File: src/rtl/mem_bus_arbiter_pkg.sv
// Shared definitions for the memory bus arbiter: bus widths and arbiter state encodings.
package mem_bus_arbiter_pkg;

    localparam int unsigned BusAddrWidth = 32;
    localparam int unsigned BusDataWidth = 32;
    localparam int unsigned BusSelWidth  = 4;

    typedef enum logic [1:0] {
        ArbIdle     = 2'd0,
        ArbIbusy    = 2'd1,
        ArbDbusy    = 2'd2,
        ArbIdiscard = 2'd3
    } arb_state_e;

endpackage

File: src/rtl/mem_bus_port_buf.sv
// Per-port completion buffer: done flag, captured read data and the port's stall term.
module mem_bus_port_buf
    import mem_bus_arbiter_pkg::*;
#(
    parameter int unsigned DATA_WIDTH = BusDataWidth
) (
    input  logic                  clk,
    input  logic                  rst_n,
    input  logic                  req,
    input  logic                  complete,
    input  logic                  drop,
    input  logic                  advance,
    input  logic [DATA_WIDTH-1:0] bus_rdata,
    output logic [DATA_WIDTH-1:0] rdata,
    output logic                  valid,
    output logic                  pending
);

    logic                  done_q, done_d;
    logic [DATA_WIDTH-1:0] rdata_q, rdata_d;

    // A finished result is held until the pipeline actually advances.
    always_comb begin
        done_d  = done_q;
        rdata_d = rdata_q;
        if (drop) begin
            done_d = 1'b0;
        end else if (complete) begin
            done_d  = 1'b1;
            rdata_d = bus_rdata;
        end else if (advance) begin
            done_d = 1'b0;
        end
    end

    always_ff @(posedge clk or negedge rst_n) begin
        if (!rst_n) begin
            done_q  <= 1'b0;
            rdata_q <= '0;
        end else begin
            done_q  <= done_d;
            rdata_q <= rdata_d;
        end
    end

    assign rdata   = rdata_q;
    assign valid   = done_q;
    assign pending = req & ~done_q;

endmodule

File: src/rtl/mem_bus_arbiter.sv
// Shares one memory bus between the fetch and data ports, data first, one transaction at a time.
module mem_bus_arbiter
    import mem_bus_arbiter_pkg::*;
#(
    parameter int unsigned ADDR_WIDTH = BusAddrWidth,
    parameter int unsigned DATA_WIDTH = BusDataWidth
) (
    input  logic                   clk,
    input  logic                   rst_n,
    input  logic                   inst_req,
    input  logic [ADDR_WIDTH-1:0]  inst_addr,
    output logic [DATA_WIDTH-1:0]  inst_rdata,
    output logic                   inst_valid,
    input  logic                   data_req,
    input  logic                   data_we,
    input  logic [BusSelWidth-1:0] data_sel,
    input  logic [ADDR_WIDTH-1:0]  data_addr,
    input  logic [DATA_WIDTH-1:0]  data_wdata,
    output logic [DATA_WIDTH-1:0]  data_rdata,
    output logic                   data_valid,
    input  logic                   flush,
    output logic                   bus_req,
    output logic                   bus_we,
    output logic [BusSelWidth-1:0] bus_sel,
    output logic [ADDR_WIDTH-1:0]  bus_addr,
    output logic [DATA_WIDTH-1:0]  bus_wdata,
    input  logic [DATA_WIDTH-1:0]  bus_rdata,
    input  logic                   bus_ready,
    output logic                   stall_all
);

    arb_state_e             state_q, state_d;
    logic                   bus_req_q, bus_req_d;
    logic                   bus_we_q, bus_we_d;
    logic [BusSelWidth-1:0] bus_sel_q, bus_sel_d;
    logic [ADDR_WIDTH-1:0]  bus_addr_q, bus_addr_d;
    logic [DATA_WIDTH-1:0]  bus_wdata_q, bus_wdata_d;

    logic inst_pending, data_pending;
    logic inst_complete, data_complete;

    assign stall_all = inst_pending | data_pending | (state_q == ArbIdiscard);

    always_comb begin
        state_d       = state_q;
        bus_req_d     = bus_req_q;
        bus_we_d      = bus_we_q;
        bus_sel_d     = bus_sel_q;
        bus_addr_d    = bus_addr_q;
        bus_wdata_d   = bus_wdata_q;
        inst_complete = 1'b0;
        data_complete = 1'b0;
        case (state_q)
            ArbIdle: begin
                if (data_pending) begin
                    state_d     = ArbDbusy;
                    bus_req_d   = 1'b1;
                    bus_we_d    = data_we;
                    bus_sel_d   = data_sel;
                    bus_addr_d  = data_addr;
                    bus_wdata_d = data_wdata;
                end else if (inst_pending) begin
                    state_d     = ArbIbusy;
                    bus_req_d   = 1'b1;
                    bus_we_d    = 1'b0;
                    bus_sel_d   = '1;
                    bus_addr_d  = inst_addr;
                    bus_wdata_d = '0;
                end
            end
            ArbIbusy: begin
                if (bus_ready) begin
                    state_d       = ArbIdle;
                    bus_req_d     = 1'b0;
                    inst_complete = ~flush;
                end else if (flush) begin
                    // Keep the bus cycle alive but throw its result away.
                    state_d = ArbIdiscard;
                end
            end
            ArbDbusy: begin
                if (bus_ready) begin
                    state_d       = ArbIdle;
                    bus_req_d     = 1'b0;
                    data_complete = 1'b1;
                end
            end
            ArbIdiscard: begin
                if (bus_ready) begin
                    state_d   = ArbIdle;
                    bus_req_d = 1'b0;
                end
            end
            default: begin
                state_d   = ArbIdle;
                bus_req_d = 1'b0;
            end
        endcase
    end

    always_ff @(posedge clk or negedge rst_n) begin
        if (!rst_n) begin
            state_q     <= ArbIdle;
            bus_req_q   <= 1'b0;
            bus_we_q    <= 1'b0;
            bus_sel_q   <= '0;
            bus_addr_q  <= '0;
            bus_wdata_q <= '0;
        end else begin
            state_q     <= state_d;
            bus_req_q   <= bus_req_d;
            bus_we_q    <= bus_we_d;
            bus_sel_q   <= bus_sel_d;
            bus_addr_q  <= bus_addr_d;
            bus_wdata_q <= bus_wdata_d;
        end
    end

    assign bus_req   = bus_req_q;
    assign bus_we    = bus_we_q;
    assign bus_sel   = bus_sel_q;
    assign bus_addr  = bus_addr_q;
    assign bus_wdata = bus_wdata_q;

    mem_bus_port_buf #(
        .DATA_WIDTH (DATA_WIDTH)
    ) u_inst_buf (
        .clk       (clk),
        .rst_n     (rst_n),
        .req       (inst_req),
        .complete  (inst_complete),
        .drop      (flush),
        .advance   (~stall_all),
        .bus_rdata (bus_rdata),
        .rdata     (inst_rdata),
        .valid     (inst_valid),
        .pending   (inst_pending)
    );

    // Data transactions are never aborted, so flush does not reach this port.
    mem_bus_port_buf #(
        .DATA_WIDTH (DATA_WIDTH)
    ) u_data_buf (
        .clk       (clk),
        .rst_n     (rst_n),
        .req       (data_req),
        .complete  (data_complete),
        .drop      (1'b0),
        .advance   (~stall_all),
        .bus_rdata (bus_rdata),
        .rdata     (data_rdata),
        .valid     (data_valid),
        .pending   (data_pending)
    );

endmodule
File: config.mk
export PLATFORM = sky130hd
export DESIGN_NAME = mem_bus_arbiter
export DESIGN_NICKNAME = d
export VERILOG_FILES = /design/src/rtl/mem_bus_arbiter_pkg.sv /design/src/rtl/mem_bus_port_buf.sv /design/src/rtl/mem_bus_arbiter.sv
export SDC_FILE = /design/constraint.sdc
export NUM_CORES = 1
export LEC_CHECK = 0
export CAP_MARGIN = 10
export CELL_PAD_IN_SITES_DETAIL_PLACEMENT = 1
export CELL_PAD_IN_SITES_GLOBAL_PLACEMENT = 1
export CORE_MARGIN = 2
export CORE_UTILIZATION = 33
export CTS_CLUSTER_SIZE = 20
export DETAILED_ROUTE_END_ITERATION = 10
export HOLD_SLACK_MARGIN = 0.03
export PLACE_DENSITY_LB_ADDON = 0.1
export SYNTH_ARGS = -nofsm -noshare
export SYNTH_HDL_FRONTEND = slang
export SYNTH_HIERARCHICAL = 1
export SYNTH_SLANG_ARGS = --single-unit
File: constraint.sdc
create_clock -name clk -period 2.03 [get_ports clk]
set_input_delay 0.406 -clock clk [delete_from_list [all_inputs] [get_ports clk]]
set_output_delay 0.406 -clock clk [all_outputs]
set_load 0.1 [all_outputs]
=== Word level (Yosys, flattened, before mapping) ===
Cells that the tools add are included.

* Output and inout bits: 137
* Register bits after elaboration: 138

* Reductions and logical operators: 8
* Bitwise operators: 7
* Multiplexer cells: 26
* Equal/unequal tests: 9

{| class="wikitable"
|+ Operators with widths
! operator !! number
|-
| 32-bit two-way mux || 4
|-
| 1-bit two-way mux || 13
|-
| 2-bit two-way mux || 5
|-
| 4-bit two-way mux || 2
|-
| 2-bit by 1-bit inequality test with 1-bit output (second input constant) || 3
|-
| 3-bit inequality test (second input constant) || 2
|-
| 2-bit case mux with 3 select lines || 1
|-
| 2-bit AND reduction || 3
|-
| 2-bit == test (second input constant) || 2
|-
| 3-bit by 2-bit inequality test with 1-bit output (second input constant) || 1
|-
| 1-bit inverter || 3
|-
| 3-bit AND reduction || 1
|-
| 3-bit OR reduction || 1
|-
| 1-bit AND || 2
|-
| 2-bit by 1-bit == test with 1-bit output (second input constant) || 1
|-
| 2-bit zero test || 1
|-
| 1-bit bitwise OR || 2
|-
| 1-bit case mux with 2 select lines || 1
|-
| 2-bit nonzero test || 1
|-
| 2-bit OR reduction || 1
|}

=== Longest topological paths before layout ===
* Depth in word-level cells: 7
* Gate-level depth with buffers: 7
* Mapped depth without buffers: 5

=== Modules after synthesis ===
Netlist, hierarchy kept.

{| class="wikitable"
|+ By module, submodules not included
! module !! cells each !! instances !! sequential area each (µm²) !! area an instance (µm²)
|-
| mem_bus_arbiter || 207 || 1 || 1801.7 || 3160.5
|-
| mem_bus_port_buf || 74 || 2 || 825.8 || 1405.1
|}

=== Least setup slack after synthesis ===
OpenSTA, ideal clock, no wires.

* Path type: register to register
* Start: reg u_data_buf.done_q, in the netlist u_data_buf/valid
* End: reg u_data_buf.done_q, in the netlist u_data_buf/valid
* Library setup time: 0.077 ns
* Path slack: -0.542 ns
* Data arrival time: 2.494 ns
* Period minus slack after synthesis: 2.572 ns
* Required time: 1.953 ns
* Stages on the path, launching flop included: 8
* Cell sequence: dfrtp_1 > nor2b_1 > buf_6 > buf_2 > a211o_1 > inv_1 > nand2b_1 > a21oi_1

* Cells in the longest elaborated chain, start to end: 5

{| class="wikitable"
|+ RTL lines
! item !! RTL line !! text
|-
| start: declaration || mem_bus_port_buf.sv:19 || <nowiki>logic done_q, done_d;</nowiki>
|-
| start signal: assignment || mem_bus_port_buf.sv:41 || <nowiki>done_q <= done_d;</nowiki>
|-
| 1-bit inverter || mem_bus_port_buf.sv:48 || <nowiki>assign pending = req & ~done_q;</nowiki>
|-
| 1-bit AND || mem_bus_port_buf.sv:48 ||
|-
| via data_pending || mem_bus_arbiter.sv:39 || <nowiki>logic inst_pending, data_pending;</nowiki>
|-
| 1-bit bitwise OR (2 in a row) || mem_bus_arbiter.sv:42 || <nowiki>assign stall_all = inst_pending | data_pending | (state_q == ArbIdiscard);</nowiki>
|-
| via stall_all || mem_bus_arbiter.sv:29 || <nowiki>output logic stall_all</nowiki>
|-
| 2-bit by 1-bit inequality test with 1-bit output (no line) || n/a ||
|}

The timed path passes the listed nets, and every way through them passes these cells.
A chain may end at the register's enable or synchronous reset.

=== Worst setup path in the final report ===
* Start: in inst_req
* End: out stall_all

* Cells in the longest elaborated chain, start to end: 3

{| class="wikitable"
|+ RTL lines
! item !! RTL line !! text
|-
| start: declaration || mem_bus_arbiter.sv:10 || <nowiki>input logic inst_req,</nowiki>
|-
| 1-bit AND || mem_bus_port_buf.sv:48 ||
|-
| via inst_pending || mem_bus_arbiter.sv:39 ||
|-
| 1-bit bitwise OR (2 in a row) || mem_bus_arbiter.sv:42 ||
|-
| end: declaration || mem_bus_arbiter.sv:29 ||
|}

The timed path passes the listed nets, and every way through them passes these cells.

==> summary.txt <==
Synth
  • Dominant synthesized flop cell: dfrtp_1
  • Post-synthesis compound-gate area fraction: under 10%
  • Synth Area per Inst: roughly 17 µm²
  • Largest family of logic cells by synthesized area: multiplexers
  • Synthesis-stage register bit count: roughly 140
  • Number of synthesized flops with an enable pin: 0
  • Cells after Synth: roughly 360
  • Synth Area in Simple Gates: between 1.5 and 2%
  • Count of different cell masters after synthesis: 27
  • Fraction of registers with async set/reset: 100%
  • Mux share of post-synthesis cell area: just under 30%
  • Post-Synth XOR/XNOR Area: 0%
  • Mapped Area: 5970 µm²
  • Post-Synth Adder-Cell Area: 0%
  • Post-synthesis sequential area ratio: 57.8%
  • Synth warn: 6

Route
  • Drc violations: 0
  • Vias per cell: between 4 and 5
  • Final WL: 16700 µm
  • Via count: about 4100
  • DRT iter0 DRCs: 131
  • Post-route ant nets: 0
  • WL per Instance: around 19 µm
  • Router iterations before antenna repair: 4

Final layout
  • Post-layout net count: around 790
  • Area delta synth->final: 56.8%
  • # fillers: 1769
  • Most common cell after layout, fill and taps aside: buf_4
  • Final Instance Count excl. Fillers: slightly below 900
  • Proportion of layout cells with a drive suffix above 1: 49.2%
  • Final Core Density: between 50% and 60%
  • Commonest non-fill, non-tap cells in the layout: buf_4, clkdlybuf4s50_1, dfrtp_1, mux2_4, mux2_2

Clocking
  • CTS buffer count: 17
  • Max Root-Sink Buffers: 2
  • Sink Count: ~140
  • H-tree level count: 4
  • Clock-pin slew on the worst setup and hold paths: 0.06 ns
  • Root buffer cell: clkbuf_16
  • Post-CTS setup buffers: 0
  • CTS resizes: 0
  • Hold_buf cts: 1
  • Later-pin clock latency in the skew report: just over 0.4 ns
  • CTS tree: done

STA
  • Fmax: 501 MHz
  • Post-route clock period utilization: a little over nine tenths
  • Minimum clock period: around 2 ns
  • Clk_skew: 0.00963 ns
  • Max-slew violation count: 0
  • Final hold vios: 0
  • RSZ-0062 raised after global routing: no
  • Setup violators final: 0
  • Fin worst setup slack: approximately 0.035 ns
  • Setup TNS: 0 ns

Critical path
  • Reg2reg setup slack: 0.27 ns
  • Crit Path Max Fanout: 2
  • Worst Path Buf+Inv: 3
  • RR Endpoint: u_inst_buf/rdata[15]
  • CP cell instances: clkdlybuf4s50_1 -> nor2b_1 -> buf_4 -> a211o_4 -> buf_12
  • Worst setup EP type: primary output
  • Cells on worst reg2reg path: 6
  • CP delay by family, top: buffers and inverters
  • Slowest stage delay, CP: around 0.39 ns
  • Critical path's slowest cell: clkdlybuf4s50_1
  • CP startpoint kind: input pin
  • WS Path Type: input pin to primary output
  • Worst endpoint required time: between 1.5 and 2 ns
  • FF-to-FF Start: state_q[0]
  • Worst EP arrival: around 1.6 ns

Die
  • Std cell rows: 49
  • DIE AREA: roughly 19000 µm²
  • Initial Util: between 30% and 40%
  • Core Area: between 15000 and 20000 µm²
  • Io pins: 276
  • Die Wd: between 100 and 150 µm
  • Die height: 139 µm

GRT
  • Via count of the first global-routing pass: around 4700
  • Largest net degree at the start of global routing: 50
  • Total track usage: roughly 18%
  • Grt total ovfl: 0
  • First-pass GRT wire length: about 27000 µm
  • Initial antenna violation count: 1

Placement
  • Placed insts: roughly 860
  • HPWL Detailed: between 10000 and 15000 µm
  • Setup WS pre-CTS: -0.243 ns
  • GP Congestion: around 0.76
  • Port buffer count: 275

Run status
  • Outcome: completed

Job
  • Max-capacitance violation count: 0

Hold path
  • Hold Crit Class: input pin to asynchronous set/reset pin
routing by layer:
| metal | up-vias | part of all wire (%) | global-route usage (%) |
|---|---|---|---|
| li1 | 1869 | - | - |
| met3 | 18 | 6.5 | 5.61 |
| met1 | 2100 | 41 | 21.4 |
| met2 | 145 | 51 | 29.6 |
| met5 | - | 0 | 0 |
| met4 | 0 | 1.9 | 6.39 |
worst register-to-register path: stages, from the launching register on:
cell     delay, ns
dfrtp_1       0.35
inv_1         0.09
nor4b_1       0.29
buf_4         0.16
nor2b_4       0.18
buf_4         0.25
mux2_4        0.32
area by class of cell:
class                           instances  area, µm²  area share [%]
Antenna cell                            1       2.50          0.0267
Clock buffer                           24        492            5.25
Clock inverter                          8        131            1.40
Inverter                                4       15.0           0.160
Multi-Input combinational cell        191       2270            24.2
Sequential cell                       138       3460            36.9
Tap cell                              229        287            3.06
Timing Repair Buffer                  298       2710            29.0
sequential cells by signal, indices dropped and copies added, names as in the netlist:
signal,count
bus_wdata,32
u_data_buf/valid,1
bus_we,1
bus_addr,32
u_inst_buf/rdata,32
u_inst_buf/valid,1
u_data_buf/rdata,32
state_q,2
bus_req,1
bus_sel,4
worst max path at each step:
stage                     start                   end  cells past startpoint
2_1_floorplan  u_data_buf/valid             stall_all                      4
3_3_place_gp          bus_ready  u_inst_buf/rdata[23]                      6
3_5_place_dp          bus_ready  u_inst_buf/rdata[24]                      6
4_1_cts                inst_req             stall_all                      5
5_1_grt                inst_req             stall_all                      5
6_report               inst_req             stall_all                      5
cells in the mapped netlist (2+ instances only):
cell type | instances | area [µm²]
a22o_1 | 33 | 289
buf_6 | 5 | 56.3
mux2_2 | 42 | 473
o22a_1 | 4 | 35.0
buf_12 | 6 | 120
dfrtp_1 | 138 | 3450
mux2_4 | 86 | 1290
nand2b_1 | 2 | 12.5
inv_1 | 4 | 15.0
buf_2 | 9 | 45.0
nor2b_1 | 2 | 12.5
nand2_1 | 3 | 11.3
nor2b_4 | 2 | 27.5
a21oi_1 | 3 | 15.0
buf_8 | 2 | 30.0
o21ai_0 | 3 | 15.0
logic make-up (layout without fill, tap and decap cells):
| group | Yosys count | count (layout) |
|---|---|---|
| buffers and inverters | 27 | 334 |
| and+or+nand+nor | 15 | 15 |
| muxes | 128 | 128 |
| DFF | 138 | 138 |
| AOI/OAI and AO/OA | 46 | 46 |
| other | 1 | 3 |
through the flow:
step | hold slack (ns) | area, µm²
finish | 0.495 | 9360
global route | 0.524 | 9360
CTS | 0.497 | 9360
detailed placement | 0.388 | 8730
global placement | 0.386 | 8730
floorplan | 0.110 | 5990
Power is not shown: default switching activity piles up to over one toggle a cycle in this logic, so the estimate is an artifact.
